--- src/rtl/wb_stage_pkg.sv ---
// wb_stage_pkg -- shared definitions for the writeback stage and its CP0.
//   MS_TO_WS_BUS_WD : width of the MEM->WB bus
//   ms_to_ws_bus_t  : field layout of that bus
//   exc_type_t      : compact exception type carried down the pipe
//   EXCCODE_*       : Cause.ExcCode values
//   CP0_*           : CP0 {rd, sel} addresses
//   EXC_VECTOR      : general exception entry point
package wb_stage_pkg;

  localparam int MS_TO_WS_BUS_WD = 85;

  typedef enum logic [2:0] {
    EXC_NONE   = 3'd0,
    EXC_SYS    = 3'd1,
    EXC_BP     = 3'd2,
    EXC_RI     = 3'd3,
    EXC_OV     = 3'd4,
    EXC_ADEL_D = 3'd5,
    EXC_ADES   = 3'd6,
    EXC_ADEL_F = 3'd7
  } exc_type_t;

  typedef struct packed {
    logic        bd;
    logic        eret;
    exc_type_t   exc_type;
    logic [7:0]  rd_sel;
    logic        res_from_cp0;
    logic        mtc0_we;
    logic        gr_we;
    logic [4:0]  dest;
    logic [31:0] final_result;
    logic [31:0] pc;
  } ms_to_ws_bus_t;

  localparam logic [4:0] EXCCODE_INT  = 5'h00;
  localparam logic [4:0] EXCCODE_ADEL = 5'h04;
  localparam logic [4:0] EXCCODE_ADES = 5'h05;
  localparam logic [4:0] EXCCODE_SYS  = 5'h08;
  localparam logic [4:0] EXCCODE_BP   = 5'h09;
  localparam logic [4:0] EXCCODE_RI   = 5'h0A;
  localparam logic [4:0] EXCCODE_OV   = 5'h0C;

  localparam logic [7:0] CP0_BADVADDR = {5'd8,  3'd0};
  localparam logic [7:0] CP0_COUNT    = {5'd9,  3'd0};
  localparam logic [7:0] CP0_COMPARE  = {5'd11, 3'd0};
  localparam logic [7:0] CP0_STATUS   = {5'd12, 3'd0};
  localparam logic [7:0] CP0_CAUSE    = {5'd13, 3'd0};
  localparam logic [7:0] CP0_EPC      = {5'd14, 3'd0};

  localparam logic [31:0] EXC_VECTOR = 32'hBFC0_0380;

  // Maps a synchronous exception type to its Cause.ExcCode.
  function automatic logic [4:0] exc_code_of(input exc_type_t t);
    logic [4:0] code;
    case (t)
      EXC_SYS:    code = EXCCODE_SYS;
      EXC_BP:     code = EXCCODE_BP;
      EXC_RI:     code = EXCCODE_RI;
      EXC_OV:     code = EXCCODE_OV;
      EXC_ADEL_D: code = EXCCODE_ADEL;
      EXC_ADES:   code = EXCCODE_ADES;
      EXC_ADEL_F: code = EXCCODE_ADEL;
      default:    code = EXCCODE_INT;
    endcase
    return code;
  endfunction

endpackage

--- src/rtl/wb_stage_cp0_regs.sv ---
// cp0_regs -- CP0 register file (BadVAddr, Count, Compare, Status, Cause, EPC).
//   clk, reset          : clock, synchronous active-high reset
//   ext_int             : hardware interrupt lines -> Cause.IP[7:2]
//   exc_valid/code/bd/pc: exception commit from WB
//   badvaddr_we/val     : BadVAddr update on address errors
//   eret_valid          : eret commit (clears Status.EXL)
//   mtc0_valid/rd_sel/wdata : mtc0 write port
//   rdata               : read value of rd_sel (0 for unimplemented)
//   epc                 : current EPC (eret target)
//   int_pending         : unmasked interrupt pending
module cp0_regs
  import wb_stage_pkg::*;
(
  input  logic        clk,
  input  logic        reset,
  input  logic [5:0]  ext_int,
  input  logic        exc_valid,
  input  logic [4:0]  exc_code,
  input  logic        exc_bd,
  input  logic [31:0] exc_pc,
  input  logic        badvaddr_we,
  input  logic [31:0] badvaddr_val,
  input  logic        eret_valid,
  input  logic        mtc0_valid,
  input  logic [7:0]  rd_sel,
  input  logic [31:0] wdata,
  output logic [31:0] rdata,
  output logic [31:0] epc,
  output logic        int_pending
);

  logic [7:0]  status_im;
  logic        status_exl;
  logic        status_ie;
  logic        cause_bd;
  logic        cause_ti;
  logic [7:0]  cause_ip;
  logic [4:0]  cause_exccode;
  logic [31:0] count;
  logic [31:0] compare;
  logic [31:0] epc_q;
  logic [31:0] badvaddr;
  logic        tick;

  logic wr_status;
  logic wr_cause;
  logic wr_epc;
  logic wr_count;
  logic wr_compare;

  always_comb begin
    wr_status  = mtc0_valid && (rd_sel == CP0_STATUS);
    wr_cause   = mtc0_valid && (rd_sel == CP0_CAUSE);
    wr_epc     = mtc0_valid && (rd_sel == CP0_EPC);
    wr_count   = mtc0_valid && (rd_sel == CP0_COUNT);
    wr_compare = mtc0_valid && (rd_sel == CP0_COMPARE);
  end

  // Status
  always_ff @(posedge clk) begin
    if (reset) begin
      status_im  <= '0;
      status_exl <= 1'b0;
      status_ie  <= 1'b0;
    end else if (exc_valid) begin
      status_exl <= 1'b1;
    end else if (eret_valid) begin
      status_exl <= 1'b0;
    end else if (wr_status) begin
      status_im  <= wdata[15:8];
      status_exl <= wdata[1];
      status_ie  <= wdata[0];
    end
  end

  // Cause: IP[7:2] tracks hardware lines (IP[7] shared with the timer),
  // IP[1:0] are software interrupts. Compare write beats a match.
  always_ff @(posedge clk) begin
    if (reset) begin
      cause_bd      <= 1'b0;
      cause_ti      <= 1'b0;
      cause_ip      <= '0;
      cause_exccode <= '0;
    end else begin
      cause_ip[7:2] <= {ext_int[5] | cause_ti, ext_int[4:0]};
      if (wr_cause)
        cause_ip[1:0] <= wdata[9:8];
      if (wr_compare)
        cause_ti <= 1'b0;
      else if (count == compare)
        cause_ti <= 1'b1;
      if (exc_valid) begin
        cause_exccode <= exc_code;
        if (!status_exl)
          cause_bd <= exc_bd;
      end
    end
  end

  // EPC is frozen while EXL is set so nested exceptions keep the first return point
  always_ff @(posedge clk) begin
    if (reset)
      epc_q <= '0;
    else if (exc_valid && !status_exl)
      epc_q <= exc_bd ? exc_pc - 32'd4 : exc_pc;
    else if (wr_epc)
      epc_q <= wdata;
  end

  // Count advances every other clock; a write restarts the half-rate phase
  always_ff @(posedge clk) begin
    if (reset) begin
      count <= '0;
      tick  <= 1'b0;
    end else if (wr_count) begin
      count <= wdata;
      tick  <= 1'b0;
    end else begin
      tick <= ~tick;
      if (tick)
        count <= count + 32'd1;
    end
  end

  always_ff @(posedge clk) begin
    if (reset)
      compare <= '0;
    else if (wr_compare)
      compare <= wdata;
  end

  always_ff @(posedge clk) begin
    if (reset)
      badvaddr <= '0;
    else if (badvaddr_we)
      badvaddr <= badvaddr_val;
  end

  always_comb begin
    rdata = '0;
    case (rd_sel)
      CP0_BADVADDR: rdata = badvaddr;
      CP0_COUNT:    rdata = count;
      CP0_COMPARE:  rdata = compare;
      CP0_STATUS:   rdata = {9'd0, 1'b1, 6'd0, status_im, 6'd0, status_exl, status_ie};
      CP0_CAUSE:    rdata = {cause_bd, cause_ti, 14'd0, cause_ip, 1'b0, cause_exccode, 2'b00};
      CP0_EPC:      rdata = epc_q;
      default:      rdata = '0;
    endcase
  end

  always_comb begin
    epc         = epc_q;
    int_pending = status_ie && !status_exl && (|(cause_ip & status_im));
  end

endmodule

--- src/rtl/wb_stage.sv ---
// wb_stage -- writeback stage: register-file write, exception/eret commit,
// pipeline flush and debug trace.
//   clk, reset                     : clock, synchronous active-high reset
//   ms_to_ws_valid, ms_to_ws_bus   : instruction from MEM
//   ext_int                        : hardware interrupt lines
//   ws_allowin, out_ws_valid       : handshake / stage valid
//   ws_fwd_dest                    : interlock destination (0 if not writing)
//   rf_we, rf_waddr, rf_wdata      : register-file write port
//   ws_flush, ws_flush_pc          : pipeline redirect
//   debug_wb_*                     : commit trace
module wb_stage
  import wb_stage_pkg::*;
(
  input  logic                       clk,
  input  logic                       reset,
  output logic                       ws_allowin,
  input  logic                       ms_to_ws_valid,
  input  logic [MS_TO_WS_BUS_WD-1:0] ms_to_ws_bus,
  input  logic [5:0]                 ext_int,
  output logic                       out_ws_valid,
  output logic [4:0]                 ws_fwd_dest,
  output logic                       rf_we,
  output logic [4:0]                 rf_waddr,
  output logic [31:0]                rf_wdata,
  output logic                       ws_flush,
  output logic [31:0]                ws_flush_pc,
  output logic [31:0]                debug_wb_pc,
  output logic [3:0]                 debug_wb_rf_wen,
  output logic [4:0]                 debug_wb_rf_wnum,
  output logic [31:0]                debug_wb_rf_wdata
);

  logic          ws_valid;
  logic          ws_ready_go;
  ms_to_ws_bus_t ws_bus;

  logic          live;
  logic          int_pending;
  logic          ws_exc;
  logic [4:0]    exc_code;
  logic          badvaddr_we;
  logic [31:0]   badvaddr_val;
  logic          eret_valid;
  logic          mtc0_valid;
  logic [31:0]   cp0_rdata;
  logic [31:0]   cp0_epc;

  assign ws_ready_go = 1'b1;
  assign ws_allowin  = !ws_valid || ws_ready_go;

  always_ff @(posedge clk) begin
    if (reset)
      ws_valid <= 1'b0;
    else if (ws_flush)
      ws_valid <= 1'b0;
    else if (ws_allowin)
      ws_valid <= ms_to_ws_valid;
  end

  always_ff @(posedge clk) begin
    if (reset)
      ws_bus <= '0;
    else if (ms_to_ws_valid && ws_allowin)
      ws_bus <= ms_to_ws_bus;
  end

  // Reset masks the held instruction so an exception in WB during reset
  // neither flushes nor touches CP0.
  always_comb begin
    live         = ws_valid && !reset;
    ws_exc       = live && (int_pending || (ws_bus.exc_type != EXC_NONE));
    exc_code     = int_pending ? EXCCODE_INT : exc_code_of(ws_bus.exc_type);
    badvaddr_we  = ws_exc && !int_pending &&
                   (ws_bus.exc_type inside {EXC_ADEL_D, EXC_ADES, EXC_ADEL_F});
    badvaddr_val = (ws_bus.exc_type == EXC_ADEL_F) ? ws_bus.pc : ws_bus.final_result;
    eret_valid   = live && ws_bus.eret && !ws_exc;
    mtc0_valid   = live && ws_bus.mtc0_we && !ws_exc;
  end

  cp0_regs u_cp0 (
    .clk          (clk),
    .reset        (reset),
    .ext_int      (ext_int),
    .exc_valid    (ws_exc),
    .exc_code     (exc_code),
    .exc_bd       (ws_bus.bd),
    .exc_pc       (ws_bus.pc),
    .badvaddr_we  (badvaddr_we),
    .badvaddr_val (badvaddr_val),
    .eret_valid   (eret_valid),
    .mtc0_valid   (mtc0_valid),
    .rd_sel       (ws_bus.rd_sel),
    .wdata        (ws_bus.final_result),
    .rdata        (cp0_rdata),
    .epc          (cp0_epc),
    .int_pending  (int_pending)
  );

  always_comb begin
    out_ws_valid = live;
    ws_flush     = ws_exc || eret_valid;
    ws_flush_pc  = '0;
    if (ws_exc)
      ws_flush_pc = EXC_VECTOR;
    else if (eret_valid)
      ws_flush_pc = cp0_epc;

    rf_we       = live && ws_bus.gr_we && !ws_exc;
    rf_waddr    = reset ? '0 : ws_bus.dest;
    rf_wdata    = '0;
    if (!reset)
      rf_wdata = ws_bus.res_from_cp0 ? cp0_rdata : ws_bus.final_result;
    ws_fwd_dest = rf_we ? ws_bus.dest : '0;

    debug_wb_pc       = reset ? '0 : ws_bus.pc;
    debug_wb_rf_wen   = {4{rf_we}};
    debug_wb_rf_wnum  = rf_waddr;
    debug_wb_rf_wdata = rf_wdata;
  end

endmodule
--- config.mk ---
export PLATFORM = sky130hd
export DESIGN_NAME = wb_stage
export DESIGN_NICKNAME = d
export VERILOG_FILES = /design/src/rtl/wb_stage_pkg.sv /design/src/rtl/wb_stage_cp0_regs.sv /design/src/rtl/wb_stage.sv
export SDC_FILE = /design/constraint.sdc
export NUM_CORES = 1
export LEC_CHECK = 0
export CAP_MARGIN = 15
export CORE_MARGIN = 2
export CORE_UTILIZATION = 40
export CTS_CLUSTER_SIZE = 12
export DETAILED_ROUTE_END_ITERATION = 8
export PLACE_DENSITY = 0.61
export SYNTH_ARGS = -nofsm -noshare
export SYNTH_HDL_FRONTEND = slang
export SYNTH_SLANG_ARGS = --single-unit
--- constraint.sdc ---
create_clock -name clk -period 3.15 [get_ports clk]
set_clock_uncertainty 0.2 [all_clocks]
set_input_delay 0.63 -clock clk [delete_from_list [all_inputs] [get_ports clk]]
set_output_delay 0.63 -clock clk [all_outputs]
set_load 0.01 [all_outputs]
==> results.py, run 1 <==
metrics = {
    "status": {
        "run_status": "finished, violations left",
        "violations": "negative setup slack",
    },
    "worst_hold_path": {
        "holdCritPathClass": "reg2reg",
    },
    "clock_tree": {
        "clock_tree.root_cell": "clkbuf_16",
        "cts_max_level": 1,
        "tritoncts": "built",
        "max-clock-path-buffers": 3,
        "clkSlewWorstSetupHoldPaths_ps": 60,
        "cts_inserted_buffers": 28,
        "clock_sink_count": 239,
        "worstSkewPairLatency_ps": 550,
    },
    "detailed_routing": {
        "dr_total_vias": 12839,
        "detail_route.drc_violations": 0,
        "route.detailed.vias_per_inst": 5.77,
        "postRouteWirelength_mm": 52.4,
        "dr.first_iter.drc_count": 1537,
        "post_route_ant_nets": 0,
        "routed_wire_per_std_cell_um": 23.6,
        "first_pass_iters": 6,
    },
    "synthesis": {
        "yosys.cell_types.count": 61,
        "postSynthCellCount": 1533,
        "post_synth.cell_area_avg_sq_um": 8.34,
        "yosysWarningCount": 0,
        "postSynth.asyncResetShare_pct": 0,
        "edff_count_synth": 0,
        "synth_ff_type": "dfxtp_1",
        "ys_seq_elements": 239,
        "seq_area_frac_synth_pct": 37.4,
        "synth.net_count": 1629,
        "post_synth_design_cell_area_sq_mm": 0.0128,
    },
    "layout": {
        "areaGrowthSynthToFinish_pct": 38.4,
        "nFillCells": 2902,
        "final_core_util_pct": 56.2,
        "final_nets": 1898,
        "instances_no_fill": 2224,
        "final_layout_size_suffix_gt1_share_pct": 24.2,
    },
    "placed_design": {
        "io_buffer_count": 243,
        "finalWeightedCongestion": 1.00,
        "dp_hpwl_mm": 38.2,
        "pre_cts_ws_ps": -211,
        "placedCellCount": 2126,
    },
    "setup_path": {
        "timing_worst_setup_path_type": "reg2out",
        "critical_path.slowest_cell": "a222oi_1",
        "path_cells": "buf_6 > and3b_1 > and3_4 > buf_12 > a222oi_1 > nand2_1 > a22o_1 > buf_2",
        "critical_path.startpoint_type": "register",
        "critical_path.max_stage_delay_ps": 660,
        "critical_path_buf_inv_count": 3,
        "cp-end-kind": "primary output",
        "critical_path.max_fanout": 7,
        "critPathArrivalTime_ps": 2610,
        "crit_family": "compound AO/OA/AOI/OAI gates",
        "required_ps": 2320,
    },
    "global_routing": {
        "grt_overflow_total": 0,
        "largest_net_degree_at_the_start_of_global_routing": 87,
        "gr-max-usage-layer": "met2",
        "grt_use_met1_pct": 43.8,
        "global_route_wire_length_before_repair_mm": 76.6,
        "grt.met2_usage_pct": 46.1,
        "track_usage_pct": 30.3,
        "via_count_of_the_first_global_routing_pass": 11954,
        "use_met3_pct": 5.58,
        "grt_antenna_before_repair": 0,
    },
    "sta": {
        "fmax_mhz": 291,
        "final.min_clock_period_ps": 3440,
        "rsz0062_at_grt": "yes",
        "final_hold_viol_count": 0,
        "hold-worst-slack_ps": 253,
        "post-route-period-util_pct": 109,
        "finalMaxSlewViolations": 0,
        "final_report_setup_violation_count": 100,
        "timing.slew.headroom_pct": 49.1,
        "tightest_slew_ps": 764,
        "post-route-worst-setup-slack_ps": -292,
    },
    "floorplan": {
        "io_pins": 245,
        "die_span_y_um": 183,
        "dieArea_sq_mm": 0.0334,
        "placeableCoreArea_sq_mm": 0.0315,
        "die_width_um": 183,
        "num_rows": 65,
        "floorplan.initialDensity_pct": 40.6,
    },
    "power_and_ir_drop": {
        "p_leak_nw": 7.24,
        "total_power_mw": 7.51,
        "power_density_mw_per_mm2": 424,
        "ir_drop_mv": 0.372,
    },
    "flow_run": {
        "max_cap_violations": 0,
    },
}
cell usage after synthesis (9+ instances only):
library cell / n / area share (%)
dfxtp_1: 239 / 37
a21oi_1: 60 / 2.3
a31oi_1: 13 / 0.64
and2_1: 28 / 1.4
nor2b_1: 44 / 2.2
a211oi_1: 64 / 3.8
nor2_1: 181 / 5.3
nor4_1: 22 / 1.1
inv_1: 10 / 0.29
or3b_1: 10 / 0.69
a22o_1: 36 / 2.5
nor3_1: 21 / 0.82
xnor2_1: 51 / 3.5
nand2_1: 198 / 5.8
nand4_1: 24 / 1.2
xor2_1: 29 / 2.0
a311oi_1: 24 / 1.6
mux2i_1: 121 / 9.5
buf_1: 9 / 0.26
o21ai_0: 30 / 1.2
nand3_1: 19 / 0.74
a222oi_1: 19 / 1.5
clkbuf_1: 125 / 3.7
a22oi_1: 10 / 0.59
buf_4: 43 / 2.5
routing by layer:
layer | wire length, um | vias up | share of wire (%)
met2 | 22800 | 607 | 43
met4 | 1490 | 0 | 2.8
li1 | - | 5957 | -
met5 | 0 | - | 0
met1 | 23400 | 6196 | 45
met3 | 4780 | 79 | 9.1
where the power goes:
group | internal [mW] | switching, mW | leakage (nW)
logic | 0.480 | 0.513 | 4.84
registers | 3.12 | 0.154 | 1.95
clock network | 1.93 | 1.31 | 0.449
total | 5.53 | 1.98 | 7.24
worst min-delay path: stages, from the launching register on:
cell and delay (ps):
dfxtp_1 310, nand2_1 50, a21oi_1 50
layout make-up:
cell class / count / area, sq um / area share, %
Multi-Input combinational cell: 1100 / 7500 / 42.4
Sequential cell: 239 / 4800 / 27.1
Timing Repair Buffer: 423 / 3940 / 22.3
Clock buffer: 39 / 803 / 4.54
Tap cell: 402 / 503 / 2.84
Clock inverter: 10 / 103 / 0.580
Inverter: 10 / 37.5 / 0.212
Antenna cell: 1 / 2.50 / 0.0141
kinds of logic (layout without fill, tap and decap cells):
group | count (synthesis) | count (layout) | synth area share, %
flip-flops | 239 | 239 | 37.4
AO/OA/AOI/OAI | 294 | 294 | 16.5
adder cells (fa/ha/maj) | 2 | 2 | 0.196
other | 1 | 2 | 0.0293
AND/OR/NAND/NOR | 593 | 593 | 22.2
buffers and inverters | 194 | 482 | 7.18
XOR/XNOR | 80 | 80 | 5.48
multiplexers | 130 | 130 | 11.0
final timing paths:
kind,slack (ps),cells after the start,end,start
worst min register to register,250,2,u_cp0.cause_exccode[2],u_cp0.cause_exccode[2]
worst max-delay path,-290,8,rf_wdata[4],ws_bus[77]
worst min-delay path,250,2,u_cp0.cause_exccode[2],u_cp0.cause_exccode[2]
worst max register to register,350,8,u_cp0.epc[18],u_cp0.cause_ip[5]
cells in the final DEF, fill, tap and decap left out, drive strengths merged, types with 25 or more instances in the layout:
cell,instances
nor4,25
a211oi,64
nor2,181
xnor2,51
mux2i,121
a21oi,60
nand2,198
buf,285
and2,28
clkbuf,41
xor2,29
nor2b,44
clkdlybuf4s50,134
o21ai,35
dfxtp,239
a22o,36
timing repair:
action	4_1_cts	5_1_grt
buffers inserted	40	9
cloned	4	2
hold buffers	0	0
endpoints found under the hold margin	0	0
resized for setup	577	48
pin swaps	64	29
setup endpoints to repair	107	102
metrics by stage:
step,TNS [ps],instance area [sq um]
6_report,-15570,17700
4_1_cts,-16470,17400
2_1_floorplan,0,12800
5_1_grt,-23070,17700
3_5_place_dp,-10410,16000
3_3_place_gp,-7190,16000
state kept, by name, summed over array words and instances, names as in the netlist:
register,flops
u_cp0.badvaddr,32
u_cp0.cause_bd,1
u_cp0.cause_exccode,4
u_cp0.cause_ip,8
u_cp0.cause_ti,1
u_cp0.compare,32
u_cp0.count,32
u_cp0.epc,32
u_cp0.status_exl,1
u_cp0.status_ie,1
u_cp0.status_im,8
u_cp0.tick,1
ws_bus,85
ws_valid,1
(Power assumes the default switching activity.)
==> run 2, diff against run 1 <==
==> constraint.sdc (replaced) <==
create_clock -name clk -period 4.3 [get_ports clk]
set_clock_uncertainty 0.2 [all_clocks]
set_input_delay 0.86 -clock clk [delete_from_list [all_inputs] [get_ports clk]]
set_output_delay 0.86 -clock clk [all_outputs]
set_load 0.01 [all_outputs]
==> results.py, run 2 (synthesis results as in run 1) <==
metrics = {
    "clock_tree": {
        "cts_inserted_buffers": 28,
        "tritoncts": "built",
        "post_cts_setup_driven_buffer_insertion_count": 0,
        "worstSkewPairLatency_ps": 550,
        "clock_tree.root_cell": "clkbuf_16",
        "cts_max_level": 1,
        "clock_sink_count": 239,
        "max-clock-path-buffers": 3,
        "clkSlewWorstSetupHoldPaths_ps": 60,
    },
    "layout": {
        "final_nets": 1769,
        "final_layout_size_suffix_gt1_share_pct": 7.41,
        "areaGrowthSynthToFinish_pct": 26.7,
        "mostFrequentLayoutCell": "clkdlybuf4s50_1",
        "largest_register_ffs": 85,
        "instances_no_fill": 2092,
        "layout.cells.most_common_list": "clkdlybuf4s50_1, dfxtp_1, nand2_1",
        "final_core_util_pct": 51.5,
        "max_flop_register": "ws_bus",
    },
    "floorplan": {
        "num_rows": 65,
        "die_span_y_um": 183,
        "die_width_um": 183,
        "placeableCoreArea_sq_mm": 0.0315,
        "io_pins": 245,
        "floorplan.initialDensity_pct": 40.6,
        "dieArea_sq_mm": 0.0334,
    },
    "setup_path": {
        "critical_path.max_fanout": 9,
        "critical_path.slowest_cell": "o41ai_2",
        "cp-end-kind": "primary output",
        "critPathArrivalTime_ps": 3110,
        "critical_path.max_stage_delay_ps": 560,
        "critical_path.reg2reg.startpoint": "u_cp0.cause_ip[5]",
        "required_ps": 3240,
        "r2r.worst_path.cells": 6,
        "worst_setup_path_startpoint": "u_cp0.cause_ip[5]",
        "path_cells": "a22o_1 > o41ai_2 > nand2_2 > nor2_1 > buf_4 > and2_1 > clkdlybuf4s50_1",
        "timing_worst_setup_path_type": "reg2out",
        "critical_path.startpoint_type": "register",
    },
    "global_routing": {
        "grt_antenna_before_repair": 1,
        "via_count_of_the_first_global_routing_pass": 11135,
        "grt_overflow_total": 0,
        "track_usage_pct": 27.9,
        "largest_net_degree_at_the_start_of_global_routing": 72,
        "global_route_wire_length_before_repair_mm": 70.9,
    },
    "worst_hold_path": {
        "holdCritPathClass": "reg2reg",
        "worst_hold_path.num_cells": 2,
        "hold_path.startpoint": "u_cp0.cause_exccode[0]",
    },
    "detailed_routing": {
        "first_pass_iters": 7,
        "dr_total_vias": 12017,
        "postRouteWirelength_mm": 47.6,
        "routed_wire_per_std_cell_um": 22.7,
        "dr.first_iter.drc_count": 1325,
        "route.detailed.vias_per_inst": 5.74,
        "detail_route.drc_violations": 0,
        "post_route_ant_nets": 0,
    },
    "placed_design": {
        "dp_hpwl_mm": 35.3,
        "io_buffer_count": 243,
        "placedCellCount": 2045,
        "finalWeightedCongestion": 0.955,
    },
    "sta": {
        "rsz0062_at_grt": "no",
        "tightest_slew_ps": 1210,
        "finalMaxSlewViolations": 0,
        "fmax_mhz": 240,
        "final_report_setup_violation_count": 0,
        "final_hold_viol_count": 0,
        "post-route-period-util_pct": 97.0,
        "timing.slew.headroom_pct": 18.9,
        "totalNegativeSetupSlack_ps": 0,
        "final.min_clock_period_ps": 4170,
    },
    "power_and_ir_drop": {
        "p_leak_nw": 6.07,
        "ir_drop_mv": 0.346,
        "power_density_mw_per_mm2": 325,
    },
    "flow_run": {
        "max_cap_violations": 0,
    },
    "status": {
        "run_status": "complete, no violations",
    },
}
-- run 2: cell count changes in the layout (fill, tap and decap cells not counted), sizes merged --
| cell | change |
|---|---|
| diode | +1 |
| bufbuf | -2 |
| clkinv | -5 |
| clkdlybuf4s50 | +107 |
| clkinvlp | -1 |
| bufinv | -2 |
| buf | -233 |
| clkbuf | +3 |
-- run 2: routing by layer --
layer	vias to the layer above	GRT usage [%]	part of all wire [%]
met3	77	5.92	9.3
met4	0	8.13	3.1
met5	-	0	0
li1	5679	-	-
met2	542	42.1	43
met1	5719	40.1	45
-- run 2: repair_timing --
item                       4_1_cts  5_1_grt
hold buffers                     0        0
setup endpoints to repair       35       69
resized for setup                2       11
gates cloned                     0        0
pin swaps                        0        0
-- run 2: where the power goes --
part / internal [mW] / switching [mW]
clock network: 1.30 / 0.926
registers: 2.29 / 0.128
logic: 0.308 / 0.314
-- run 2: worst paths after layout --
path / slack, ps / to
setup / recovery: 130 / ws_flush_pc[6]
hold / removal: 250 / u_cp0.cause_exccode[0]
setup reg to reg: 1320 / u_cp0.epc[21]
hold reg to reg: 250 / u_cp0.cause_exccode[0]
-- run 2: critical path, delay by kind of cell, from the launching register on --
kind	cells	cell delay [ps]
AO/OA/AOI/OAI	2	820
flip-flops	1	320
AND/OR/NAND/NOR	3	640
buffers and inverters	2	780
-- run 2: area by class of cell --
class / count / area [sq um]
Antenna cell: 2 / 5.00
Clock buffer: 43 / 827
Clock inverter: 2 / 21.3
Fill cell: 2956 / 15300
Inverter: 10 / 37.5
Multi-Input combinational cell: 1100 / 7170
Sequential cell: 239 / 4790
Tap cell: 402 / 503
Timing Repair Buffer: 294 / 2850
-- run 2: per-stage QoR --
step / hold WS, ps / cell area [sq um] / setup WS [ps] / power (mW)
2_1_floorplan: 232 / 12800 / 969 / 2.75
3_3_place_gp: 240 / 15300 / 473 / 3.07
3_5_place_dp: 247 / 15300 / 462 / 3.07
4_1_cts: 255 / 16100 / 4.78 / 5.28
5_1_grt: 272 / 16200 / 15.7 / 5.46
6_report: 254 / 16200 / 127 / 5.27
